### src/rtl/riffa_chnl_echo.sv
// RIFFA channel echo: each RX transaction is buffered through a small FIFO and
// returned as one TX transaction of identical length and data order.
module riffa_chnl_echo #(
    parameter int unsigned C_PCI_DATA_WIDTH = 128,
    parameter int unsigned C_FIFO_DEPTH     = 16
) (
    input  logic                        USER_CLK,
    input  logic                        USER_RESET_N,
    output logic                        CHNL_RX_CLK,
    input  logic                        CHNL_RX,
    output logic                        CHNL_RX_ACK,
    input  logic                        CHNL_RX_LAST,
    input  logic [31:0]                 CHNL_RX_LEN,
    input  logic [30:0]                 CHNL_RX_OFF,
    input  logic [C_PCI_DATA_WIDTH-1:0] CHNL_RX_DATA,
    input  logic                        CHNL_RX_DATA_VALID,
    output logic                        CHNL_RX_DATA_REN,
    output logic                        CHNL_TX_CLK,
    output logic                        CHNL_TX,
    input  logic                        CHNL_TX_ACK,
    output logic                        CHNL_TX_LAST,
    output logic [31:0]                 CHNL_TX_LEN,
    output logic [30:0]                 CHNL_TX_OFF,
    output logic [C_PCI_DATA_WIDTH-1:0] CHNL_TX_DATA,
    output logic                        CHNL_TX_DATA_VALID,
    input  logic                        CHNL_TX_DATA_REN,
    output logic [15:0]                 ECHO_COUNT
);

    localparam int unsigned PtrW = $clog2(C_FIFO_DEPTH);
    localparam int unsigned CntW = PtrW + 1;

    typedef enum logic [1:0] {StIdle, StAck, StXfer, StDone} state_e;

    state_e              state_q, state_d;
    logic [31:0]         len_q, len_d;
    logic [30:0]         rx_rem_q, rx_rem_d;
    logic [30:0]         tx_rem_q, tx_rem_d;
    logic [PtrW-1:0]     wptr_q, wptr_d;
    logic [PtrW-1:0]     rptr_q, rptr_d;
    logic [CntW-1:0]     cnt_q, cnt_d;
    logic [15:0]         echo_cnt_q, echo_cnt_d;
    logic                tx_ack_q, tx_ack_d;
    logic [C_PCI_DATA_WIDTH-1:0] mem_q [C_FIFO_DEPTH];

    logic        fifo_full, fifo_empty, in_xfer, tx_req, push, pop;
    logic [30:0] rx_beats;
    logic        unused_sig;

    assign CHNL_RX_CLK = USER_CLK;
    assign CHNL_TX_CLK = USER_CLK;

    // ceil(len/4) cannot overflow 31 bits even for len = 2^32-1
    assign rx_beats = {1'b0, CHNL_RX_LEN[31:2]} + {30'd0, |CHNL_RX_LEN[1:0]};

    assign fifo_full  = (cnt_q == CntW'(C_FIFO_DEPTH));
    assign fifo_empty = (cnt_q == '0);
    assign in_xfer    = (state_q == StXfer);
    assign tx_req     = in_xfer || ((state_q == StAck) && (len_q != '0));
    assign push       = CHNL_RX_DATA_VALID && CHNL_RX_DATA_REN;
    assign pop        = CHNL_TX_DATA_VALID && CHNL_TX_DATA_REN;

    assign CHNL_RX_ACK        = (state_q == StAck);
    assign CHNL_RX_DATA_REN   = in_xfer && !fifo_full && (rx_rem_q != '0);
    assign CHNL_TX_DATA_VALID = in_xfer && !fifo_empty;
    assign CHNL_TX_DATA       = mem_q[rptr_q];
    assign CHNL_TX            = tx_req;
    assign CHNL_TX_LAST       = tx_req;
    assign CHNL_TX_LEN        = tx_req ? len_q : '0;
    assign CHNL_TX_OFF        = '0;
    assign ECHO_COUNT         = echo_cnt_q;

    // TX_ACK is captured for observability only; it never throttles data
    assign unused_sig = ^{CHNL_RX_LAST, CHNL_RX_OFF, tx_ack_q};

    always_comb begin
        state_d    = state_q;
        len_d      = len_q;
        rx_rem_d   = rx_rem_q;
        tx_rem_d   = tx_rem_q;
        wptr_d     = wptr_q;
        rptr_d     = rptr_q;
        cnt_d      = cnt_q + CntW'(push) - CntW'(pop);
        echo_cnt_d = echo_cnt_q;
        tx_ack_d   = tx_ack_q | (tx_req & CHNL_TX_ACK);

        if (push) begin
            wptr_d   = wptr_q + PtrW'(1);
            rx_rem_d = rx_rem_q - 31'd1;
        end
        if (pop) begin
            rptr_d   = rptr_q + PtrW'(1);
            tx_rem_d = tx_rem_q - 31'd1;
        end

        unique case (state_q)
            StIdle: begin
                tx_ack_d = 1'b0;
                if (CHNL_RX) begin
                    state_d  = StAck;
                    len_d    = CHNL_RX_LEN;
                    rx_rem_d = rx_beats;
                    tx_rem_d = rx_beats;
                end
            end
            StAck: begin
                if (len_q != '0) begin
                    state_d = StXfer;
                end else begin
                    state_d    = StDone;
                    echo_cnt_d = echo_cnt_q + 16'd1;
                end
            end
            StXfer: begin
                if (pop && (tx_rem_q == 31'd1)) begin
                    state_d    = StDone;
                    echo_cnt_d = echo_cnt_q + 16'd1;
                end
            end
            StDone: begin
                if (!CHNL_RX) begin
                    state_d = StIdle;
                end
            end
            default: state_d = StIdle;
        endcase
    end

    always_ff @(posedge USER_CLK) begin
        if (!USER_RESET_N) begin
            state_q    <= StIdle;
            len_q      <= '0;
            rx_rem_q   <= '0;
            tx_rem_q   <= '0;
            wptr_q     <= '0;
            rptr_q     <= '0;
            cnt_q      <= '0;
            echo_cnt_q <= '0;
            tx_ack_q   <= 1'b0;
        end else begin
            state_q    <= state_d;
            len_q      <= len_d;
            rx_rem_q   <= rx_rem_d;
            tx_rem_q   <= tx_rem_d;
            wptr_q     <= wptr_d;
            rptr_q     <= rptr_d;
            cnt_q      <= cnt_d;
            echo_cnt_q <= echo_cnt_d;
            tx_ack_q   <= tx_ack_d;
        end
    end

    always_ff @(posedge USER_CLK) begin
        if (push) begin
            mem_q[wptr_q] <= CHNL_RX_DATA;
        end
    end

endmodule
### config.mk
export PLATFORM = sky130hd
export DESIGN_NAME = riffa_chnl_echo
export DESIGN_NICKNAME = d
export VERILOG_FILES = /design/src/rtl/riffa_chnl_echo.sv
export SDC_FILE = /design/constraint.sdc
export NUM_CORES = 2
export LEC_CHECK = 0
export CAP_MARGIN = 10
export CORE_ASPECT_RATIO = 1.75
export CORE_MARGIN = 2
export CORE_UTILIZATION = 64
export DETAILED_ROUTE_END_ITERATION = 8
export GPL_TIMING_DRIVEN = 0
export HOLD_SLACK_MARGIN = 0.05
export PLACE_DENSITY = 0.84
export SLEW_MARGIN = 20
export SYNTH_ARGS = -nofsm -noshare
export SYNTH_HDL_FRONTEND = slang
export SYNTH_SLANG_ARGS = --single-unit
### constraint.sdc
create_clock -name USER_CLK -period 27 [get_ports USER_CLK]
set_clock_uncertainty 0.15 [all_clocks]
set_input_delay 2.7 -clock USER_CLK [delete_from_list [all_inputs] [get_ports USER_CLK]]
set_output_delay 2.7 -clock USER_CLK [all_outputs]
set_load 0.01 [all_outputs]
Word-level counts from Yosys, hierarchy flattened
Memories as Yosys holds them, arrays and structs flattened. A register that Yosys moved wholly into a read port is not among the register bits.
Index checks and enable logic that the tools add are counted.
{"block": "classes", "addsub": 8, "eq_ne": 9, "mux": 19, "n_reduce_logical": 19}
{"cell": "2-to-1 mux 31 bit", "count": 6}
{"cell": "subtractor 31 x 1 -> 31 bit, second input constant", "count": 2}
{"cell": "2-to-1 mux 16 bit", "count": 2}
{"cell": "2-to-1 mux 32 bit", "count": 1}
{"cell": "case mux 16 bit (2 select lines)", "count": 1}
{"cell": "nonzero test 32 bit", "count": 1}
{"cell": "adder 30 x 1 -> 31 bit", "count": 1}
{"cell": "equality test 31 x 1 -> 1 bit, second input constant", "count": 1}
{"cell": "nonzero test 31 bit", "count": 1}
{"cell": "adder 16 x 1 -> 16 bit, second input constant", "count": 1}
{"cell": "adder 4 x 1 -> 4 bit, second input constant", "count": 2}
{"cell": "2-to-1 mux 4 bit", "count": 2}
{"cell": "case mux 2 bit (4 select lines)", "count": 1}
{"cell": "logical AND 1 bit", "count": 7}
{"cell": "2-to-1 mux 2 bit", "count": 3}
{"cell": "!= test 2 bit, second input constant", "count": 3}
{"cell": "AND reduction 3 bit", "count": 2}
{"cell": "adder 5 x 1 -> 5 bit", "count": 1}
{"cell": "equality test 5 bit, second input constant", "count": 1}
{"cell": "zero test 5 bit", "count": 1}
{"cell": "subtractor 5 x 1 -> 5 bit", "count": 1}
{"cell": "equality test 2 bit, second input constant", "count": 2}
{"cell": "2-to-1 mux 1 bit", "count": 3}
{"cell": "equality test 2 x 1 -> 1 bit, second input constant", "count": 1}
{"cell": "7 further kinds", "count": 8}
{"block": "totals", "ff_bits": 125, "mem_bits_rw": 2048, "out_inout_bits": 214, "wordCells": 64, "mem_count": 1}
{"memory": "mem_q", "depth": 16, "width": 128, "rd": 1, "rd_clocked_by_memory_dff": 1, "write_ports": 1, "line_no": "44", "rtl": "logic [C_PCI_DATA_WIDTH-1:0] mem_q [C_FIFO_DEPTH];"}

Longest topological paths before layout
{"block": "logic_depth", "ltp_word": 8, "depth_mapped": 16, "depth_no_buf": 15}

==> reports/results.tsv <==
metric	value	unit
worstSetupEndpointType	primary output	
hold_start	len_q[14]$_SDFFE_PN0P_	
yosys_warnings	0	
setup_ws	9.77	ns
synth_area_leaders	edfxtp_1, mux4_2, dfxtp_1	
drc	0	
crit_top_cell	clkbuf_16	
ys_ff_latch	2177	
dp_hpwl	147	mm
rows	175	
detail-route-antenna-nets	0	
synth-main-ff-cell	edfxtp_1	
path_cells	clkbuf_16 -> clkbuf_16 -> buf_4 -> clkdlybuf4s50_1	
vias	45450	
wl	238	mm
routedWlPerCell	37.2	µm
grt_use_total	36.2	%
core-area	0.130	mm²
relSlewSlack	16.8	%
cts-hold-fix-buffers	0	
clock_latency	0.93	ns
synth_top_area_share	73.4	%
yosysSeqAreaShare	76.4	%
die_x	278	µm
cts_tree	done	
async_flop_share	0	%
netlist_instances	3815	
p_leak	30.3	nW
fin_setup_tns	0	ns
crit_arrival	14.38	ns
final_nets	4793	
avgSynthCellArea	22.0	µm²
final_cell_count_no_fill	6410	
syn_to_final_growth	17.6	%
status	complete, no violations	
grt_max_degree	21	
place_ws	10.09	ns
nFillCells	6553	
powerDensity	71.7	mW/mm²
critPathKind	clk -> out	
setup_viol	0	
finalPower	7.06	mW
drive_gt1_share	25.6	%
dieArea	0.134	mm²
port_buffers	347	
slowest_delay	0.48	ns
worstMarginPinSlew	1.25	ns
slowest_stage	clkdlybuf4s50_1	
hp-class	reg -> reg	
grt_pass1_wl	337	mm
grt_pass1_vias	46212	
post_cts_resize_count	0	
dr.pass1.iters	6	
synth_cell_types	55	
grt_antenna_before_repair	33	
utilization	75.8	%
hold_viol	0	
synth_top_area_cell	edfxtp_1	
viasPerCell	7.09	
start_util	64.4	%
required	24.15	ns
start_kind	clock port	
regToRegStartpoint	rx_rem_q[0]$_SDFF_PN0_	
clkTransAtPathRegs	0.07	ns
post_cts_buffers	0	
gr-total-overflow	0	
die_h	483	µm
dp.cells	6066	
maxSlewViolCount	0	
cp_max_fo	2	
startpoint	USER_CLK	
maxCapViolCount	0	
gp_congestion	0.951	
drt-initial-drc-count	6244	
ios	412	
synth_edf_count	2048	
rsz0062_at_grt	false	
irDropWorstVdd	112	µV
synth_area	0.0838	mm²
-- per-stage QoR --
step	instance area [µm²]	hold WS [ns]
after global routing	98600	0.339
after floorplan	83900	0.294
after global placement	89500	0.304
after detailed placement	92800	0.304
after CTS	98500	0.313
final	98600	0.313
-- report_power, final --
group          internal (mW)  total [mW]  leakage [nW]  switching (mW)
Clock                   1.39        2.60          2.81            1.21
Combinational          0.290       0.676          8.07           0.386
Sequential              3.75        3.79          19.5          0.0458
Total                   5.43        7.06          30.3            1.64
-- Yosys cell counts (34+ instances only) --
cell type,n
edfxtp_1,2048
mux4_2,615
dfxtp_1,129
clkbuf_1,124
a21oi_1,119
nand2_1,108
nor2_1,72
nor2b_1,57
xnor2_1,56
buf_1,51
o21ai_0,49
xor2_1,39
buf_4,35
nand4_1,34
-- layout make-up --
cell class                 count  area [µm²]  share of cell area [%]
multi-input combinational   1425       18900                    19.2
sequential                  2177       64100                    65.0
inverter                      21        78.8                  0.0800
buffer                       222        1050                    1.07
tap                         1681        2100                    2.13
clock inverter               101         871                   0.883
clock buffer                 228        4850                    4.92
timing repair buffer         541        6590                    6.69
antenna                       14        35.0                  0.0355
-- worst max-delay path, delay by kind of cell --
kind	cells	cell delay, ns
buf+inv	4	0.87
-- cells by family after synthesis --
| family | share of synthesized area, % |
|---|---|
| fa+ha+maj | 0.367 |
| other cells | 0.00447 |
| mux | 16.9 |
| flops | 76.4 |
| compound gates | 1.38 |
| simple gates | 2.67 |
| xor+xnor | 0.993 |
| buf+inv | 1.28 |
-- registers in the layout, indices dropped and copies added, names as in the netlist, named ones only --
register / count
rptr_q: 4
state_q: 2
mem_q: 2048
cnt_q: 5
wptr_q: 4
rx_rem_q: 31
tx_rem_q: 31
len_q: 32
ECHO_COUNT: 16
-- placed cells by master (no fill, tap or decap), types with 28 or more instances in the layout --
| cell | Yosys | final |
|---|---|---|
| edfxtp_1 | 2048 | 2048 |
| mux4_2 | 615 | 615 |
| clkdlybuf4s50_1 | 0 | 347 |
| clkbuf_16 | 0 | 185 |
| clkbuf_1 | 124 | 146 |
| dfxtp_1 | 129 | 129 |
| a21oi_1 | 119 | 119 |
| buf_4 | 35 | 110 |
| nand2_1 | 108 | 108 |
| nor2_1 | 72 | 60 |
| nor2b_1 | 57 | 57 |
| xnor2_1 | 56 | 56 |
| buf_12 | 0 | 52 |
| o21ai_0 | 49 | 49 |
| buf_16 | 0 | 45 |
| xor2_1 | 39 | 39 |
| clkbuf_2 | 0 | 38 |
| nand4_1 | 34 | 34 |
| clkinv_2 | 0 | 34 |
| conb_1 | 1 | 31 |
| mux2i_1 | 28 | 28 |
-- per-layer routing --
| metal | global-route usage [%] | part of all wire [%] | vias to the layer above |
|---|---|---|---|
| li1 | - | - | 17421 |
| met1 | 43.9 | 32 | 23362 |
| met2 | 61.5 | 51 | 3790 |
| met3 | 8.38 | 11 | 841 |
| met4 | 18.4 | 5.8 | 36 |
| met5 | 0 | 0.10 | - |
-- worst paths after layout --
| path | end | slack, ns | cells past startpoint |
|---|---|---|---|
| max | CHNL_TX_CLK | 9.77 | 4 |
| min | len_q[14]$_SDFFE_PN0P_ | 0.31 | 2 |
| max reg2reg | mem_q[2][89]$_DFFE_PP_ | 21.95 | 15 |
| min reg2reg | len_q[14]$_SDFFE_PN0P_ | 0.31 | 2 |
No activity file was read; power rests on OpenSTA's default activity.
